==> src/rtl/spkr_driver.sv <==
// spkr_driver: output stage between the melody tone generator and the
// board speaker pin. Gates the square-wave tone with a PWM carrier whose
// duty is a volume that ramps one step per RAMP_MS toward its target.
// The target is 0 while muted or while the input has had no edge for
// IDLE_MS, so silence and mute both fade out without clicks.
//
// Ports:
//   clk      - system clock
//   reset_n  - asynchronous active-low reset
//   spkr_in  - raw square wave from the tone generator (same clock domain)
//   vol      - target volume, 0 = silent, max = (2^PWM_BITS-1)/2^PWM_BITS duty
//   mute     - level, forces the target volume to 0
//   spkr_out - registered gated speaker drive (2 clocks after spkr_in)
//   cur_vol  - registered current (ramped) volume
//   active   - high whenever the ramp state is not SILENT
module spkr_driver #(
    parameter int FCLK     = 50000000,
    parameter int PWM_BITS = 4,
    parameter int RAMP_MS  = 2,
    parameter int IDLE_MS  = 50
) (
    input  logic                clk,
    input  logic                reset_n,
    input  logic                spkr_in,
    input  logic [PWM_BITS-1:0] vol,
    input  logic                mute,
    output logic                spkr_out,
    output logic [PWM_BITS-1:0] cur_vol,
    output logic                active
);

    localparam int DIV    = FCLK / 1000;
    localparam int DIV_W  = $clog2(DIV);
    localparam int RAMP_W = $clog2(RAMP_MS + 1);
    localparam int IDLE_W = $clog2(IDLE_MS + 1);

    localparam logic [DIV_W-1:0]  DIV_LAST  = DIV_W'(DIV - 1);
    localparam logic [RAMP_W-1:0] RAMP_LAST = RAMP_W'(RAMP_MS - 1);
    localparam logic [IDLE_W-1:0] IDLE_MAX  = IDLE_W'(IDLE_MS);

    typedef enum logic [1:0] {
        SILENT,
        RISE,
        STEADY,
        FALL
    } state_t;

    state_t              state;
    state_t              state_next;
    logic                spkr_in_q;
    logic [DIV_W-1:0]    div_cnt;
    logic [IDLE_W-1:0]   idle_cnt;
    logic [RAMP_W-1:0]   ramp_cnt;
    logic [PWM_BITS-1:0] pwm_cnt;
    logic [PWM_BITS-1:0] target;
    logic                in_edge;
    logic                ms_tick;
    logic                idle;
    logic                gate;

    assign in_edge = spkr_in ^ spkr_in_q;
    assign ms_tick = (div_cnt == DIV_LAST);
    assign idle    = (idle_cnt == IDLE_MAX);
    assign gate    = (pwm_cnt < cur_vol);

    always_comb begin
        target = vol;
        if (mute || idle) begin
            target = '0;
        end
    end

    // Input sampling, 1 ms divider and input-idle detection.
    always_ff @(posedge clk or negedge reset_n) begin
        if (!reset_n) begin
            spkr_in_q <= 1'b0;
            div_cnt   <= '0;
            idle_cnt  <= IDLE_MAX;
        end else begin
            spkr_in_q <= spkr_in;
            if (ms_tick) begin
                div_cnt <= '0;
            end else begin
                div_cnt <= div_cnt + 1'b1;
            end
            // An edge coinciding with ms_tick must still clear the count.
            if (in_edge) begin
                idle_cnt <= '0;
            end else if (ms_tick && !idle) begin
                idle_cnt <= idle_cnt + 1'b1;
            end
        end
    end

    // Volume ramp: one step per RAMP_MS ticks, direction chosen at each step
    // so a target change mid-ramp can reverse without overshooting.
    always_ff @(posedge clk or negedge reset_n) begin
        if (!reset_n) begin
            ramp_cnt <= '0;
            cur_vol  <= '0;
        end else if (cur_vol == target) begin
            ramp_cnt <= '0;
        end else if (ms_tick) begin
            if (ramp_cnt == RAMP_LAST) begin
                ramp_cnt <= '0;
                if (cur_vol < target) begin
                    cur_vol <= cur_vol + 1'b1;
                end else begin
                    cur_vol <= cur_vol - 1'b1;
                end
            end else begin
                ramp_cnt <= ramp_cnt + 1'b1;
            end
        end
    end

    // PWM carrier and gated output.
    always_ff @(posedge clk or negedge reset_n) begin
        if (!reset_n) begin
            pwm_cnt  <= '0;
            spkr_out <= 1'b0;
        end else begin
            pwm_cnt  <= pwm_cnt + 1'b1;
            spkr_out <= spkr_in_q & gate;
        end
    end

    // State follows the registered cur_vol, so active drops one cycle after
    // cur_vol reaches 0.
    always_ff @(posedge clk or negedge reset_n) begin
        if (!reset_n) begin
            state <= SILENT;
        end else begin
            state <= state_next;
        end
    end

    always_comb begin
        state_next = state;
        case (state)
            SILENT: begin
                if (target != '0) begin
                    state_next = RISE;
                end
            end
            RISE, FALL: begin
                if (target > cur_vol) begin
                    state_next = RISE;
                end else if (target < cur_vol) begin
                    state_next = FALL;
                end else if (cur_vol == '0) begin
                    state_next = SILENT;
                end else begin
                    state_next = STEADY;
                end
            end
            STEADY: begin
                if (target > cur_vol) begin
                    state_next = RISE;
                end else if (target < cur_vol) begin
                    state_next = FALL;
                end
            end
            default: state_next = SILENT;
        endcase
    end

    always_comb begin
        active = (state != SILENT);
    end

endmodule
==> config.mk <==
export PLATFORM = sky130hd
export DESIGN_NAME = spkr_driver
export DESIGN_NICKNAME = d
export VERILOG_FILES = /design/src/rtl/spkr_driver.sv
export SDC_FILE = /design/constraint.sdc
export NUM_CORES = 1
export LEC_CHECK = 0
export ABC_AREA = 1
export CAP_MARGIN = 15
export CORE_MARGIN = 4
export CORE_UTILIZATION = 35
export DETAILED_ROUTE_END_ITERATION = 16
export PLACE_DENSITY_LB_ADDON = 0.05
export SLEW_MARGIN = 20
export SYNTH_ARGS = -nofsm -noshare
export SYNTH_HDL_FRONTEND = slang
export SYNTH_SLANG_ARGS = --single-unit
==> constraint.sdc <==
create_clock -name clk -period 2.6 [get_ports clk]
set_clock_uncertainty 0.05 [all_clocks]
set_input_delay 0.52 -clock clk [delete_from_list [all_inputs] [get_ports clk]]
set_output_delay 0.52 -clock clk [all_outputs]
set_load 0.005 [all_outputs]
-- Word level (Yosys, flattened, before mapping)
Cells that the tools add are included.
- add/subtract/negate cells: 6
- multiply operators: 0
- divide/modulo/power cells: 0
- $lt $le $gt $ge: 4
- equality and inequality tests: 9
- shift-type cells: 0
- multiplexer cells: 15
- bitwise logic cells: 3
- reductions and logical operators: 12
- operators with widths (kind ; count):
    $mux W2 ; 9
    $add A16 B1 Y16 const B ; 1
    $eq A16 B16 Y1 const B ; 1
    $mux W16 ; 1
    $lt A4 B4 Y1 ; 3
    $mux W6 ; 2
    $add A4 B1 Y4 const B ; 2
    $mux W4 ; 2
    $add A6 B1 Y6 const B ; 1
    $eq A6 B6 Y1 const B ; 1
    $pmux W2 S3 ; 1
    $reduce_bool A2 Y1 ; 3
    $eq A2 B1 Y1 const B ; 2
    $eq A2 B2 Y1 const B ; 2
    $eq A4 B4 Y1 ; 1
    $gt A4 B4 Y1 ; 1
    $logic_not A4 Y1 ; 1
    $reduce_bool A4 Y1 ; 1
    $sub A4 B1 Y4 const B ; 1
    $ne A3 B3 Y1 const B ; 1
    $reduce_and A3 Y1 ; 1
    $add A2 B1 Y2 const B ; 1
    $logic_not A2 Y1 ; 1
    $ne A2 B2 Y1 const B ; 1
    other kinds (8) ; 8
- register bits: 36
- latch bits: 0
- memory bits (writable): 0
- memory bits (read-only): 0
- bits of input ports: 8
- memories kept: 0

-- Longest topological paths before layout
Gate-level depths: netlist of the first run.
- depth in word-level cells: 7
- depth in mapped cells: 22
- depth with buffers taken out: 22

-- Worst setup path before layout of the first run
No wires, ideal clock.
- kind: reg-to-reg
- start point: register idle_cnt[1]
- end point: register cur_vol[3]
- library setup time: 0.117 ns
- data arrival time: 2.494 ns
- data required time: 2.433 ns
- setup slack: -0.061 ns
- cell stages (with the launch flop): 20
- buffers on the path: 0
- period minus slack after synthesis: 2.661 ns
- cell sequence: dfstp_2 -> ha_1 -> nand4_1 -> nand2_1 -> nor2_1 -> ha_1 -> nand2_1 -> inv_1 -> nand2_1 -> nand2_1 -> nand2_1 -> ha_1 -> nand2_1 -> nand2_1 -> nor2_1 -> inv_1 -> nand2_1 -> nand3_1 -> nand2_1 -> nand2_1
- word-level cells in the longest chain between the ends: 6
- elaborated cells on any way between the ends: 8
- those cells by class: 1 x order compare; 2 x eq/ne; 2 x mux; 1 x bitwise; 2 x reduce/logical
- RTL lines (item ; RTL line ; text):
    start, declared ; 52 ; logic [IDLE_W-1:0] idle_cnt;
    start signal, assigned ; 90 ; idle_cnt <= idle_cnt + 1'b1;
    $eq A6 B6 Y1 * ; 63 ; assign idle = (idle_cnt == IDLE_MAX);
    $logic_or A1 B1 Y1 * ; 68 ; if (mute || idle) begin
    $mux W4 * ; 68 ;
    parallel branches: the longest is 3 deep, another holds $lt A4 B4 Y1 ; - ;
    end signal, assigned ; 107 ; cur_vol <= cur_vol + 1'b1;
    end signal, assigned ; 109 ; cur_vol <= cur_vol - 1'b1;
    end, declared ; 28 ; output logic [PWM_BITS-1:0] cur_vol,
Mark *: on every way between the ends.
A chain may end at the register's enable or synchronous reset.

-- Final worst setup path of the first run
- start point: register idle_cnt[1]
- end point: register cur_vol[2]
Same word-level chain as after synthesis.

==> results.yml, run 1 <==
run_status:
  status: "completed"
logic_synthesis:
  synthesis.area_sq_um: 2140
  synthTopCellsByArea: "dfrtp_1 39%, nand2_1 8.9%, ha_1 7.6%, inv_1 6.3%, nor2_1 5.3%"
  synth_warnings: 0
  ys.flop_type: "dfrtp_1"
  synth_compound_area_frac: 0.0525
  async_reset_ff_frac: 1.00
  synthXorXnorAreaFrac: 0.0823
  synth_common_cells: "51 x nand2_1, 36 x inv_1, 33 x dfrtp_1"
  synth_edf_count: 0
  synth_cells: 249
  synth_cell_types: 33
  synth_top_area_share: 0.385
  ys_ff_latch: 36
  avgSynthCellArea_sq_um: 8.61
  syn_nets: 271
  synth_most_common_cell: "nand2_1"
  synth_top_family_by_area: "simple AND/OR/NAND/NOR gates"
  post-synth-top-area-cell: "dfrtp_1"
  synth-simple-area-share: 0.282
  seq_area_frac_synth: 0.422
  synthAdderAreaFrac: 0.0852
  muxShareOfSynthArea: 0
grt:
  grt_pass1_wl_mm: 7.52
  grt_util_all_layers: 0.128
  grt-ovfl-total: 0
  grt_pass1_vias: 1607
  grt_max_degree: 37
  antenna_found_initial: 0
detailed_routing:
  viasPerCell: 4.60
  drc_errors: 0
  vias: 1675
  first_pass_iters: 4
  drt-initial-drc-count: 36
  totalWireLength_mm: 4.47
  post_drt_wl_per_cell_um: 12.3
  drtAntennaViolNets: 0
die:
  initial_core_util: 0.362
  io_pins: 14
  die_w_um: 86.3
  row_count: 28
  dieArea_sq_um: 7440
  coreArea_sq_um: 5920
  die_h_um: 86.3
layout:
  fin_area_sq_um: 2700
  diodes: 0
  drive_gt1_frac: 0.249
  nNetsFinal: 310
  utilization: 0.456
  syn2layout_area_growth_pct: 26.1
  instances_no_fill: 364
sta:
  slew_viol_final: 0
  setup_viol: 0
  period_minus_slack_ns: 2.60
  relSlewSlack: 0.470
  rsz0062_at_grt: "true"
  hold_viol: 0
  fmax_mhz: 385
  min_period_over_period: 0.999
  tightest_slew_ns: 0.796
clock_network:
  cts_tree: "done"
  clockBufferDepth: 2
  cts.sinks: 36
  htreeDepth: 2
  clk_latency_ns: 0.29
  root_buffer: "clkbuf_8"
  numCtsBuffers: 5
  clkTransAtPathRegs_ns: 0.08
power_and_ir_drop:
  power_density_nw_per_um2: 402
  power_w: 0.00109
  power.leakage_nw: 1.35
  ir_worst_vdd_v: 0.000209
setup_path:
  worstSetupPathType: "flop to flop"
  setup.worst_path.start_class: "flop"
  cp_num_buf_inv: 1
  critPathSlowestCell: "dfstp_2"
  cp-end-kind: "flop"
  crit_chain: "ha_4 > nand4_1 > nand2_2 > nor2_1 > ha_1 > nand2_1 > nand2_1 > nand2_2 > nand2_2 > nand2_4 > buf_4 > fa_2 > xor2_1 > nand2_1 > o21ai_1"
  rrSetupSlack_ns: 0.002
  crit_family: "simple AND/OR/NAND/NOR gates"
  required_ns: 2.72
  max_stage_delay_ns: 0.55
  cp.arrival_ns: 2.72
  worstPathMaxFanout: 5
worst_hold_path:
  min_path_type: "input pin to async pin"
placed_design:
  dp_hpwl_mm: 3.26
  numPortBuffers: 13
  dpl_cell_area_sq_um: 2470
  dpl.cell_count: 349
  gp_congestion: 0.803
job:
  drv_cap: 0
stage by stage:
stage	setup TNS, ns	hold slack, ns	setup WS (ns)
5_1_grt	-0.429	0.326	-0.158
3_5_place_dp	-0.246	0.410	-0.169
3_3_place_gp	-0.188	0.402	-0.125
6_report	0	0.256	0.00171
2_1_floorplan	0	0.174	0.0321
4_1_cts	-0.000485	0.296	-0.000485
placed cells by master (no fill, tap or decap), types with 2 or more instances in the layout:
master | netlist | routed
nor2_4 | 1 | 3
nand2_1 | 51 | 42
inv_2 | 2 | 4
nand3_1 | 14 | 11
buf_4 | 0 | 19
xnor2_1 | 5 | 5
nor2_2 | 3 | 4
xor2_1 | 12 | 12
nand3_2 | 0 | 3
a21oi_1 | 8 | 7
dfrtp_1 | 33 | 33
ha_4 | 0 | 3
ha_1 | 13 | 10
o21ai_0 | 5 | 4
nor2_8 | 2 | 2
o31ai_1 | 2 | 2
nand2_4 | 3 | 4
clkdlybuf4s50_1 | 0 | 12
inv_1 | 36 | 34
dfstp_2 | 3 | 3
clkbuf_8 | 0 | 6
nor3_1 | 2 | 2
o21ai_1 | 2 | 3
nand2_2 | 2 | 10
nand4_1 | 8 | 8
nor2_1 | 30 | 27
timing repair:
action | CTS | global route
hold buffers | 0 | 0
pin swaps | 4 | 10
setup buffers | 6 | 2
hold endpoints to repair | 0 | 0
resized for setup | 3 | 21
endpoints found under the setup margin | 1 | 4
cell type report:
type / count / area [sq um]
clock buffers: 7 / 86.3
clock inverters: 1 / 7.51
fillers: 609 / 3220
inverters: 41 / 163
multi-input cells: 172 / 1180
flip-flops and latches: 36 / 905
well taps: 75 / 93.8
repair buffers: 32 / 268
path summary, 6_finish.rpt:
kind                             start    endpoint  cells past startpoint
hold reg to reg             div_cnt[0]  div_cnt[0]                      1
max in group asynchronous      reset_n    state[0]                      1
setup reg to reg           idle_cnt[1]  cur_vol[2]                     15
hold / removal                 reset_n  div_cnt[0]                      1
setup / recovery           idle_cnt[1]  cur_vol[2]                     15
min in group clk            div_cnt[0]  div_cnt[0]                      1
kinds of logic (layout without fill, tap and decap cells):
group           after synthesis  count (layout)
compound gates               20              20
xor+xnor                     18              18
fa+ha+maj                    14              14
buf+inv                      41              81
flops                        36              36
simple gates                120             120
flip-flops by register name, indices dropped and copies added (netlist names):
name and count:
div_cnt 16, idle_cnt 6, spkr_in_q 1, spkr_out 1, cur_vol 4, pwm_cnt 4
state 2, ramp_cnt 2
layer usage:
| layer | wire (um) | vias up | GRT usage |
|---|---|---|---|
| li1 | - | 862 | - |
| met1 | 2070 | 790 | 0.158 |
| met2 | 2210 | 14 | 0.214 |
| met3 | 116 | 9 | 0.0314 |
| met4 | 74 | 0 | 0.0552 |
| met5 | 0 | - | 0 |
power breakdown:
part	internal, W	switching, W	total (W)
Combinational	0.0000459	0.0000541	0.000100
Sequential	0.000563	0.00000190	0.000564
Clock	0.000215	0.000207	0.000423
Total	0.000824	0.000263	0.00109
Power figures use the tool's default switching activity.
==> run 2: changes to the inputs <==
--- a/config.mk
+++ b/config.mk
@@ -6,9 +6,9 @@
 export NUM_CORES = 1
 export LEC_CHECK = 0
 export ABC_AREA = 1
-export CAP_MARGIN = 15
+export CAP_MARGIN = 20
 export CORE_MARGIN = 4
-export CORE_UTILIZATION = 35
+export CORE_UTILIZATION = 53
 export DETAILED_ROUTE_END_ITERATION = 16
 export PLACE_DENSITY_LB_ADDON = 0.05
 export SLEW_MARGIN = 20
==> results.yml, run 2 (synthesized netlist as in run 1, its figures left out) <==
detailed_routing:
  totalWireLength_mm: 4.16
  viasPerCell: 5.07
  drtAntennaViolNets: 0
  first_pass_iters: 4
  drc_errors: 0
  post_drt_wl_per_cell_um: 12.4
  vias: 1692
  drt-initial-drc-count: 63
setup_path:
  cp_num_buf_inv: 1
  worstSetupPathType: "flop to flop"
  worst-path-stages: 15
  cp-end-kind: "flop"
  crit_family: "adder cells"
  timing.rr.start: "idle_cnt[1]"
  worstPathMaxFanout: 5
  r2r_cells: 15
  required_ns: 2.71
  rrSetupSlack_ns: -0.1
  crit_chain: "ha_4 > nand4_1 > nand2_2 > nor2_1 > ha_1 > nand2_1 > nand2_1 > nand2_2 > nand2_2 > nand2_4 > buf_4 > fa_2 > xor2_1 > nand2_1 > o21ai_1"
  max_stage_delay_ns: 0.55
  setup.worst_path.start_class: "flop"
  cp.arrival_ns: 2.81
  critPathSlowestCell: "dfstp_2"
  r2r-end: "cur_vol[2]"
layout:
  final_cell_mix: "47 x nand2_1, 35 x inv_1, 33 x dfrtp_1"
  syn2layout_area_growth_pct: 22.4
  diodes: 0
  fin_area_sq_um: 2620
  nNetsFinal: 307
  final_common_cell: "nand2_1"
  fillers: 304
  reg_top3: "div_cnt x16, idle_cnt x6"
  instances_no_fill: 334
  seq_area_sq_um: 905
  largest_register_ffs: 16
  utilization: 0.695
  multi_input_area_sq_um: 1160
  drive_gt1_frac: 0.213
  largest_register: "div_cnt"
placed_design:
  numPortBuffers: 13
  dp_hpwl_mm: 3.04
  gp_congestion: 0.759
  dpl_cell_area_sq_um: 2420
  dpl.cell_count: 320
sta:
  setup_slack_ns: -0.0985
  rsz0062_at_grt: "true"
  min_period_over_period: 1.04
  slew_viol_final: 0
  tightest_slew_ns: 0.772
  fin_tns_setup_ns: -0.223
  hold_viol: 0
  relSlewSlack: 0.485
  fmax_mhz: 371
  setup_viol: 3
  period_minus_slack_ns: 2.70
clock_network:
  clockBufferDepth: 2
  cts_tree: "done"
  cts.sinks: 36
  root_buffer: "clkbuf_8"
  postCtsHoldBufs: 0
  clkTransAtPathRegs_ns: 0.07
  clk_latency_ns: 0.28
  htreeDepth: 2
  numCtsBuffers: 5
grt:
  grt_pass1_vias: 1672
  grt_max_degree: 37
  grt_util_all_layers: 0.174
  grt_pass1_wl_mm: 7.07
  antenna_found_initial: 0
  grt-ovfl-total: 0
die:
  io_pins: 14
  die_w_um: 71.6
  coreArea_sq_um: 3770
  die_h_um: 71.6
  dieArea_sq_um: 5130
  initial_core_util: 0.568
  row_count: 22
power_and_ir_drop:
  power_w: 0.00106
  ir_worst_vdd_v: 0.000346
  power.leakage_nw: 1.33
  power_density_nw_per_um2: 405
run_status:
  status: "finished with violations"
  violations: "negative setup slack"
worst_hold_path:
  min_path_type: "input pin to async pin"
job:
  drv_cap: 0
run 2: changes by cell type in the layout (fill, tap and decap cells not counted), sizes merged:
cell,previous run,this run
clkinvlp,1,0
clkbuf,7,8
buf,20,17
run 2: worst max path at each step:
stage | to | slack (ns) | startpoint
after floorplan | cur_vol[3] | 0.03 | idle_cnt[1]
after global placement | cur_vol[3] | -0.11 | mute
after detailed placement | cur_vol[3] | -0.19 | mute
after CTS | cur_vol[3] | -0.002 | idle_cnt[1]
after global routing | cur_vol[3] | -0.24 | idle_cnt[1]
final | cur_vol[2] | -0.1 | idle_cnt[1]
run 2: what timing repair did:
| item | in CTS | in global routing |
|---|---|---|
| pin swaps | 6 | 6 |
| gates resized for setup | 10 | 5 |
| endpoints found under the setup margin | 2 | 2 |
| buffers inserted | 3 | 3 |
run 2: routing by layer:
layer	global-route usage	routed length [um]	up-vias
met3	0.0435	132	8
li1	-	-	857
met1	0.217	1900	809
met4	0.0647	66	0
met5	0	0	-
met2	0.292	2060	18
run 2: area by class of cell:
| cell class | instances | share of cell area |
|---|---|---|
| multi-input cells | 172 | 0.442 |
| well taps | 48 | 0.0229 |
| inverters | 41 | 0.0620 |
| clock buffers | 8 | 0.0344 |
| flip-flops and latches | 36 | 0.345 |
| repair buffers | 29 | 0.0935 |
run 2: power by group:
part / leakage, nW / switching, W / internal [W]
Combinational: 0.839 / 0.0000494 / 0.0000420
Clock: 0.0455 / 0.000191 / 0.000216
Sequential: 0.450 / 0.00000194 / 0.000563
Total: 1.33 / 0.000242 / 0.000821
run 2: per-stage QoR:
stage	worst slack [ns]	hold slack, ns
after detailed placement	-0.189	0.405
after floorplan	0.0321	0.174
after CTS	-0.00185	0.282
final	-0.0985	0.255
after global placement	-0.105	0.397
after global routing	-0.237	0.328
